## config.mk

```make
export PLATFORM = sky130hd
export DESIGN_NAME = hazard_unit
export DESIGN_NICKNAME = d
export VERILOG_FILES = /design/src/rtl/hazard_unit.sv
export SDC_FILE = /design/constraint.sdc
export NUM_CORES = 1
export LEC_CHECK = 0
export CAP_MARGIN = 20
export CORE_ASPECT_RATIO = 0.9
export CORE_MARGIN = 5
export CORE_UTILIZATION = 40
export CTS_CLUSTER_DIAMETER = 40
export DETAILED_ROUTE_END_ITERATION = 10
export GPL_TIMING_DRIVEN = 0
export PLACE_DENSITY = 0.74
export RECOVER_POWER = 25
export SETUP_SLACK_MARGIN = 0.15
export SYNTH_ARGS = -nofsm -noshare
export SYNTH_HDL_FRONTEND = slang
export SYNTH_SLANG_ARGS = --single-unit
```

## constraint.sdc

```tcl
create_clock -name clk -period 1.92 [get_ports clk]
set_input_delay 0.288 -clock clk [delete_from_list [all_inputs] [get_ports clk]]
set_output_delay 0.288 -clock clk [all_outputs]
set_load 0.02 [all_outputs]
```

## src/rtl/hazard_unit.sv

```systemverilog
// hazard_unit: hazard detection and operand-forwarding controller.
// It keeps a record for each of the DEPTH stages after ID (1 = EX, 2 = MEM,
// 3 = WB, ...). From these records it picks the forwarding source for Rn and Rm.
// It stalls on load-use, flag and memory-busy hazards.
// It flushes IF/ID on a taken branch that is resolved in ID.
// Optional feature macro: FLAG_FWD_EN.
//   - Defined: flag forwarding is used (fwd_flag port) and flag dependences never stall.
//   - Undefined: a B.cond waits until no flag setter is left in stages 1..2.
module hazard_unit #(
    parameter int REG_ADDR_W = 5,
    parameter int DEPTH      = 3,
    parameter int ZERO_REG   = 31,
    parameter int CNT_W      = 16,
    localparam int FW        = $clog2(DEPTH + 1)
) (
    input  logic                  clk,
    input  logic                  reset,
    input  logic                  id_valid,
    input  logic [REG_ADDR_W-1:0] id_rn,
    input  logic [REG_ADDR_W-1:0] id_rm,
    input  logic                  id_rn_used,
    input  logic                  id_rm_used,
    input  logic [REG_ADDR_W-1:0] id_rd,
    input  logic                  id_reg_write,
    input  logic                  id_mem_to_reg,
    input  logic                  id_set_flag,
    input  logic                  id_flag_use,
    input  logic                  br_taken,
    input  logic                  mem_busy,
    output logic                  stall,
    output logic                  if_id_flush,
    output logic [FW-1:0]         fwd_a,
    output logic [FW-1:0]         fwd_b,
`ifdef FLAG_FWD_EN
    output logic [FW-1:0]         fwd_flag,
`endif
    output logic [CNT_W-1:0]      stall_cnt
);

    localparam logic [REG_ADDR_W-1:0] ZERO_ADDR = REG_ADDR_W'(ZERO_REG);

    // Per-stage records; index k is stage k after ID.
    logic [DEPTH:1]        valid_reg;
    logic [DEPTH:1]        rw_reg;
    logic [DEPTH:1]        m2r_reg;
    logic [DEPTH:1]        sf_reg;
    logic [REG_ADDR_W-1:0] rd_reg [1:DEPTH];
    logic [CNT_W-1:0]      stall_cnt_reg;

    logic [DEPTH:1] hit_a;
    logic [DEPTH:1] hit_b;
    logic           load_use;
    logic           flag_stall;
    logic           stall_next;

    // A stage matches a source when it writes the same register.
    // Writes to XZR never match, and neither does a source that is not read.
    genvar gi;
    generate
        for (gi = 1; gi <= DEPTH; gi++) begin : g_match
            assign hit_a[gi] = valid_reg[gi] & rw_reg[gi] & id_rn_used &
                               (rd_reg[gi] == id_rn) & (rd_reg[gi] != ZERO_ADDR);
            assign hit_b[gi] = valid_reg[gi] & rw_reg[gi] & id_rm_used &
                               (rd_reg[gi] == id_rm) & (rd_reg[gi] != ZERO_ADDR);
        end
    endgenerate

    // Forwarding priority: scan from the oldest stage to the youngest, so the youngest match wins.
    always_comb begin
        fwd_a = '0;
        fwd_b = '0;
        for (int k = DEPTH; k >= 1; k--) begin
            if (hit_a[k]) fwd_a = FW'(k);
            if (hit_b[k]) fwd_b = FW'(k);
        end
    end

`ifdef FLAG_FWD_EN
    // Flag source: the youngest in-flight flag setter, used only when ID consumes the flags.
    always_comb begin
        fwd_flag = '0;
        if (id_flag_use) begin
            for (int k = DEPTH; k >= 1; k--) begin
                if (valid_reg[k] && sf_reg[k]) fwd_flag = FW'(k);
            end
        end
    end
    assign flag_stall = 1'b0;
`else
    // The flag register is read directly, so ID waits until setters have left EX and MEM.
    assign flag_stall = id_valid & id_flag_use &
                        ((valid_reg[1] & sf_reg[1]) | (valid_reg[2] & sf_reg[2]));
`endif

    // A load result is not available from EX.
    // Only a real ID instruction can be blocked by a load in EX.
    assign load_use   = id_valid & m2r_reg[1] & (hit_a[1] | hit_b[1]);

    // While reset is held, all outputs read as idle.
    assign stall_next  = load_use | flag_stall | mem_busy;
    assign stall       = reset & stall_next;
    assign if_id_flush = reset & br_taken & id_valid & ~stall_next;
    assign stall_cnt   = stall_cnt_reg;

    // Record pipeline: memory busy freezes every record.
    // Otherwise records shift, and stage 1 takes the ID record or a bubble.
    always_ff @(posedge clk or negedge reset) begin
        if (!reset) begin
            valid_reg <= '0;
            rw_reg    <= '0;
            m2r_reg   <= '0;
            sf_reg    <= '0;
            for (int k = 1; k <= DEPTH; k++) rd_reg[k] <= '0;
        end else if (!mem_busy) begin
            for (int k = DEPTH; k >= 2; k--) begin
                valid_reg[k] <= valid_reg[k-1];
                rw_reg[k]    <= rw_reg[k-1];
                m2r_reg[k]   <= m2r_reg[k-1];
                sf_reg[k]    <= sf_reg[k-1];
                rd_reg[k]    <= rd_reg[k-1];
            end
            valid_reg[1] <= id_valid & ~stall_next;
            rw_reg[1]    <= id_reg_write;
            m2r_reg[1]   <= id_mem_to_reg;
            sf_reg[1]    <= id_set_flag;
            rd_reg[1]    <= id_rd;
        end
    end

    // Stall-cycle counter: it sticks at all-ones and does not wrap.
    always_ff @(posedge clk or negedge reset) begin
        if (!reset) begin
            stall_cnt_reg <= '0;
        end else if (stall_next && (stall_cnt_reg != {CNT_W{1'b1}})) begin
            stall_cnt_reg <= stall_cnt_reg + 1'b1;
        end
    end

endmodule
```

---- After elaboration in Yosys (flattened, before gate mapping) ----
Index checks and enable logic that the tools add are counted.
operators by class
  equal/unequal tests ..................... 10
  reductions and logical operators ........ 1
  $add $sub $neg .......................... 1
  muxes and demuxes ....................... 6
  bitwise operators ....................... 37
operator list
  operator                 count
  $and A1 B1 Y1            32
  $eq A5 B5 Y1             6
  $add A16 B1 Y16 const B  1
  $ne A16 B16 Y1 const B   1
  $ne A5 B5 Y1 const B     3
  $mux W2                  6
  $or A1 B1 Y1             4
  $logic_and A1 B1 Y1      1
  $not A1 Y1               1
word-level totals
  flip-flop bits (word level) ............. 40
  output and inout port bits .............. 22
  input port bits ......................... 26

---- Logic depth before layout (Yosys ltp) ----
  depth after elaboration ................. 10
  gate-level depth with buffers ........... 9
  depth with buffers taken out ............ 7

---- Least setup slack after synthesis ----
OpenSTA, ideal clock, no wires.
  kind .................................... reg2out
  start ................................... reg rd_reg[13] (netlist name)
  end ..................................... out stall
  stages on the path, launching flop included .. 9
  buffers on the path ..................... 2
  path slack .............................. -0.251 ns
  data arrival time ....................... 1.883 ns
  path through ............................ dfrtp_1 xor2_1 nor4_1 and3_1 o2111ai_2 and2_4 buf_6 buf_6 nor2b_1
between the ends
  word-level cells in the longest chain between the ends .. 8
  elaborated cells on any way between the ends .. 12
  those cells by class .................... eq/ne: 3; bitwise: 9
RTL lines
  element                                  line    source
  from (decl)                              47      logic [REG_ADDR_W-1:0] rd_reg [1:DEPTH];
  from (signal, indexed assignment)        120     rd_reg[k] <= rd_reg[k-1];
  $eq A5 B5 Y1, on equally long branches   62, 64
  $and A1 B1 Y1, on equally long branches  61, 63
  $and A1 B1 Y1, on equally long branches  62, 64
  $or A1 B1 Y1 (*)                         97      assign load_use = id_valid & m2r_reg[1] & (hit_a[1] | hit_b[1]);
  $and A1 B1 Y1 (*)                        97
  $or A1 B1 Y1 (*) (2 in series)           100     assign stall_next = load_use | flag_stall | mem_busy;
  $and A1 B1 Y1 (*)                        101     assign stall = reset & stall_next;
  to (decl)                                30      output logic stall,
Mark *: on every way between the ends. The rest lies on a longest branch, timed or not.

---- Worst setup path in the final report ----
  start ................................... reg rd_reg[14] (netlist name)
  end ..................................... out if_id_flush
between the ends
  word-level cells in the longest chain between the ends .. 9
  elaborated cells on any way between the ends .. 13
  those cells by class .................... eq/ne: 3; bitwise: 10
RTL lines
  element                                  line    source
  $eq A5 B5 Y1, on equally long branches   62, 64
  $and A1 B1 Y1, on equally long branches  61, 63
  $and A1 B1 Y1, on equally long branches  62, 64
  $or A1 B1 Y1 (*)                         97
  $and A1 B1 Y1 (*)                        97
  $or A1 B1 Y1 (*) (2 in series)           100
  $not A1 Y1 (*)                           102     assign if_id_flush = reset & br_taken & id_valid & ~stall_next;
  $and A1 B1 Y1 (*)                        102
  to (decl)                                31      output logic if_id_flush,
Marked as above.

==> flow_metrics.env <==
export IMPL_intPower_mw=1.91
export IMPL_vias=1770
export IMPL_antenna_found_initial=0
export IMPL_slew_headroom_pct=10.5
export IMPL_place_inst=308
export IMPL_drive_gt1_share_pct=37.2
export IMPL_outcome="complete, but fails checks"
export IMPL_pre_cts_slack_ns=-1.22
export IMPL_drv_slew=0
export IMPL_power_frac_comb_pct=32.6
export IMPL_timing_rr_start="rd_reg[14]"
export IMPL_ys_seq_area_share_pct=46.0
export IMPL_synth_edf_count=0
export IMPL_start_util_pct=41.4
export IMPL_ys_async_sr_fraction_pct=100
export IMPL_grt_pass1_vias=1800
export IMPL_p_clk_share_pct=24.3
export IMPL_largest_register_ffs=16
export IMPL_required_ns=1.63
export IMPL_power_mw=2.88
export IMPL_cts_tree="done"
export IMPL_hold_depth=2
export IMPL_violations="negative setup slack"
export IMPL_net_switching_power_mw=0.966
export IMPL_worstMarginPinSlew_ns=1.34
export IMPL_cts_sinks=40
export IMPL_grtUsageMet2_pct=27.3
export IMPL_hold_violations=0
export IMPL_area_delta_synth_final_pct=49.6
export IMPL_fmax_ghz=0.387
export IMPL_drt_first_pass_iters=4
export IMPL_avgViaCountPerCell=5.27
export IMPL_r2r_setup_slack_ns=-0.58
export IMPL_dieArea_sq_mm=0.00702
export IMPL_clkLatencyLatePin_ns=0.30
export IMPL_ant_nets=0
export IMPL_ir_drop_mv=0.770
export IMPL_stdcell_count=336
export IMPL_r2r_end="stall_cnt[5]"
export IMPL_p_leak_nw=1.40
export IMPL_worstHoldEndpoint="rd_reg[14]"
export IMPL_ys_flop_type="dfrtp_1"
export IMPL_clkSlewWorstSetupHoldPaths_ns=0.09
export IMPL_coreArea_sq_mm=0.00526
export IMPL_period_needed_ns=2.59
export IMPL_use_met3_pct=2.58
export IMPL_die_w_um=87.8
export IMPL_min_delay_start="mem_busy"
export IMPL_clock_path_buffers=2
export IMPL_hold_ws_ns=0.491
export IMPL_crit_path_end_kind="output pin"
export IMPL_drt_iter0_drc=102
export IMPL_gp_congestion=0.891
export IMPL_grt_max_degree=32
export IMPL_yosys_warnings=0
export IMPL_setup_viol=23
export IMPL_tns_ns=-9.85
export IMPL_htreeDepth=2
export IMPL_rsz0062_at_grt="yes"
export IMPL_fill_cells=422
export IMPL_max_cap_violations=0
export IMPL_ys_ff_latch=40
export IMPL_ios=48
export IMPL_layout_common_cells="xor2_1, dfrtp_1, clkdlybuf4s50_1"
export IMPL_netlist_instances=194
export IMPL_crit_path_start_kind="flop"
export IMPL_io_buffers=46
export IMPL_hpwlAfterDp_mm=3.99
export IMPL_die_h_um=80.0
export IMPL_syn_area_per_cell_sq_um=11.2
export IMPL_gr_max_usage_layer="met2"
export IMPL_post_route_period_util_pct=135
export IMPL_multi_input_area_sq_mm=0.00135
export IMPL_synth_nets=221
export IMPL_postLayoutSetupSlackWorst_ns=-0.667
export IMPL_grt_use_total_pct=17.3
export IMPL_ctsRootBufferMaster="clkbuf_8"
export IMPL_ys_types=31
export IMPL_switching_share_pct=33.6
export IMPL_met1_usage_pct=24.2
export IMPL_netlist_area_sq_mm=0.00218
export IMPL_grt_pass1_wl_mm=9.23
export IMPL_critPathMaxFanout=4
export IMPL_cts_made_buffers=5
export IMPL_seq_area_sq_mm=0.00101
export IMPL_finClkSkew_ns=0.0151
export IMPL_nNetsFinal=295
export IMPL_seqPwrFrac_pct=43.1
export IMPL_drcViolationCount=0
export IMPL_powerDensity_mw_per_mm2=883
export IMPL_std_cell_rows=25
export IMPL_wire_per_inst_um=17.3
export IMPL_drt_total_wl_mm=5.82
export IMPL_antenna_cells=0
export IMPL_overflow=0
export IMPL_path_class="flop to output pin"
export IMPL_worst_r2r_cell_count=10
export IMPL_hold_class="primary input to flop"
export IMPL_arrival_ns=2.30
[final cells by class]
cell class              count  area share (%)
repair buffers             67            19.9
inverters                   2           0.231
flip-flops and latches     40            31.1
clock inverters             3            1.31
well taps                  67            2.57
clock buffers               5            2.11
plain buffers               5            1.42
multi-input cells         147            41.4
[cell usage after synthesis, types with 2 or more instances]
library cell  count  area (sq um)
a21oi_1           3          15.0
a22o_1            2          17.5
a31oi_1           5          31.3
and3_1            7          43.8
and4_1            4          35.0
buf_6             2          22.5
clkbuf_1          3          11.3
dfrtp_1          40          1000
inv_1             2          7.51
mux2_2           28           315
nand2_1          16          60.1
nand2b_1          3          18.8
nand3_1           6          30.0
nand4_1           3          18.8
nor2_1            6          22.5
nor2b_1           2          12.5
nor3_1            3          15.0
nor4_1            8          50.1
xnor2_1           9          78.8
xor2_1           31           272
[worst max-delay path, cell delays in order (launching register included)]
cell	delay, ns
dfrtp_2	0.46
xor2_1	0.17
nor4_1	0.24
and3_1	0.26
o2111ai_2	0.17
and2_4	0.19
buf_8	0.11
buf_12	0.12
and4_4	0.14
buf_6	0.12
[repair_timing]
action	4_1_cts	5_1_grt
pin swaps	15	15
hold buffers	1	0
hold endpoints to repair	10	0
resized for setup	58	27
endpoints found under the setup margin	23	23
buffers inserted	10	9
[worst max-delay path by stage]
| stage | cells after the start | from | slack, ns | end |
|---|---|---|---|---|
| finish | 9 | rd_reg[14] | -0.67 | if_id_flush |
| floorplan | 8 | rd_reg[11] | -0.11 | stall_cnt[5] |
| global route | 9 | rd_reg[11] | -0.76 | if_id_flush |
| CTS | 9 | rd_reg[13] | -0.63 | if_id_flush |
| global placement | 3 | reset | -1.53 | if_id_flush |
| detailed placement | 10 | id_rn[1] | -1.22 | stall |
[per-layer routing]
metal	up-vias	wire length, um
li1	835	-
met1	874	2570
met2	53	2840
met3	8	313
met4	0	95
met5	-	0
[stage by stage]
step / cell area, sq um / utilization [%]
2_1_floorplan: 2280 / -
3_3_place_gp: 2830 / 53.8
3_5_place_dp: 2840 / 54.1
4_1_cts: 3080 / 58.6
5_1_grt: 3260 / 62.0
6_report: 3260 / 62.0
[logic make-up after synthesis]
| kind of cell | count (synthesis) | share of synthesized area [%] |
|---|---|---|
| mux | 28 | 14.5 |
| buf+inv | 7 | 1.90 |
| fa+ha+maj | 1 | 0.575 |
| xor+xnor | 40 | 16.1 |
| flops | 40 | 46.0 |
| simple gates | 63 | 16.1 |
| compound gates | 15 | 4.88 |
[power groups by stage]
stage / clock network (mW) / registers, mW / logic [mW]
final: 0.698 / 1.24 / 0.937
after global placement: 0 / 1.23 / 0.803
after CTS: 0.710 / 1.23 / 0.864
after global routing: 0.738 / 1.27 / 1.01
after floorplan: 0 / 1.28 / 0.394
after detailed placement: 0 / 1.24 / 0.825
No activity file was read; power rests on OpenSTA's default activity.
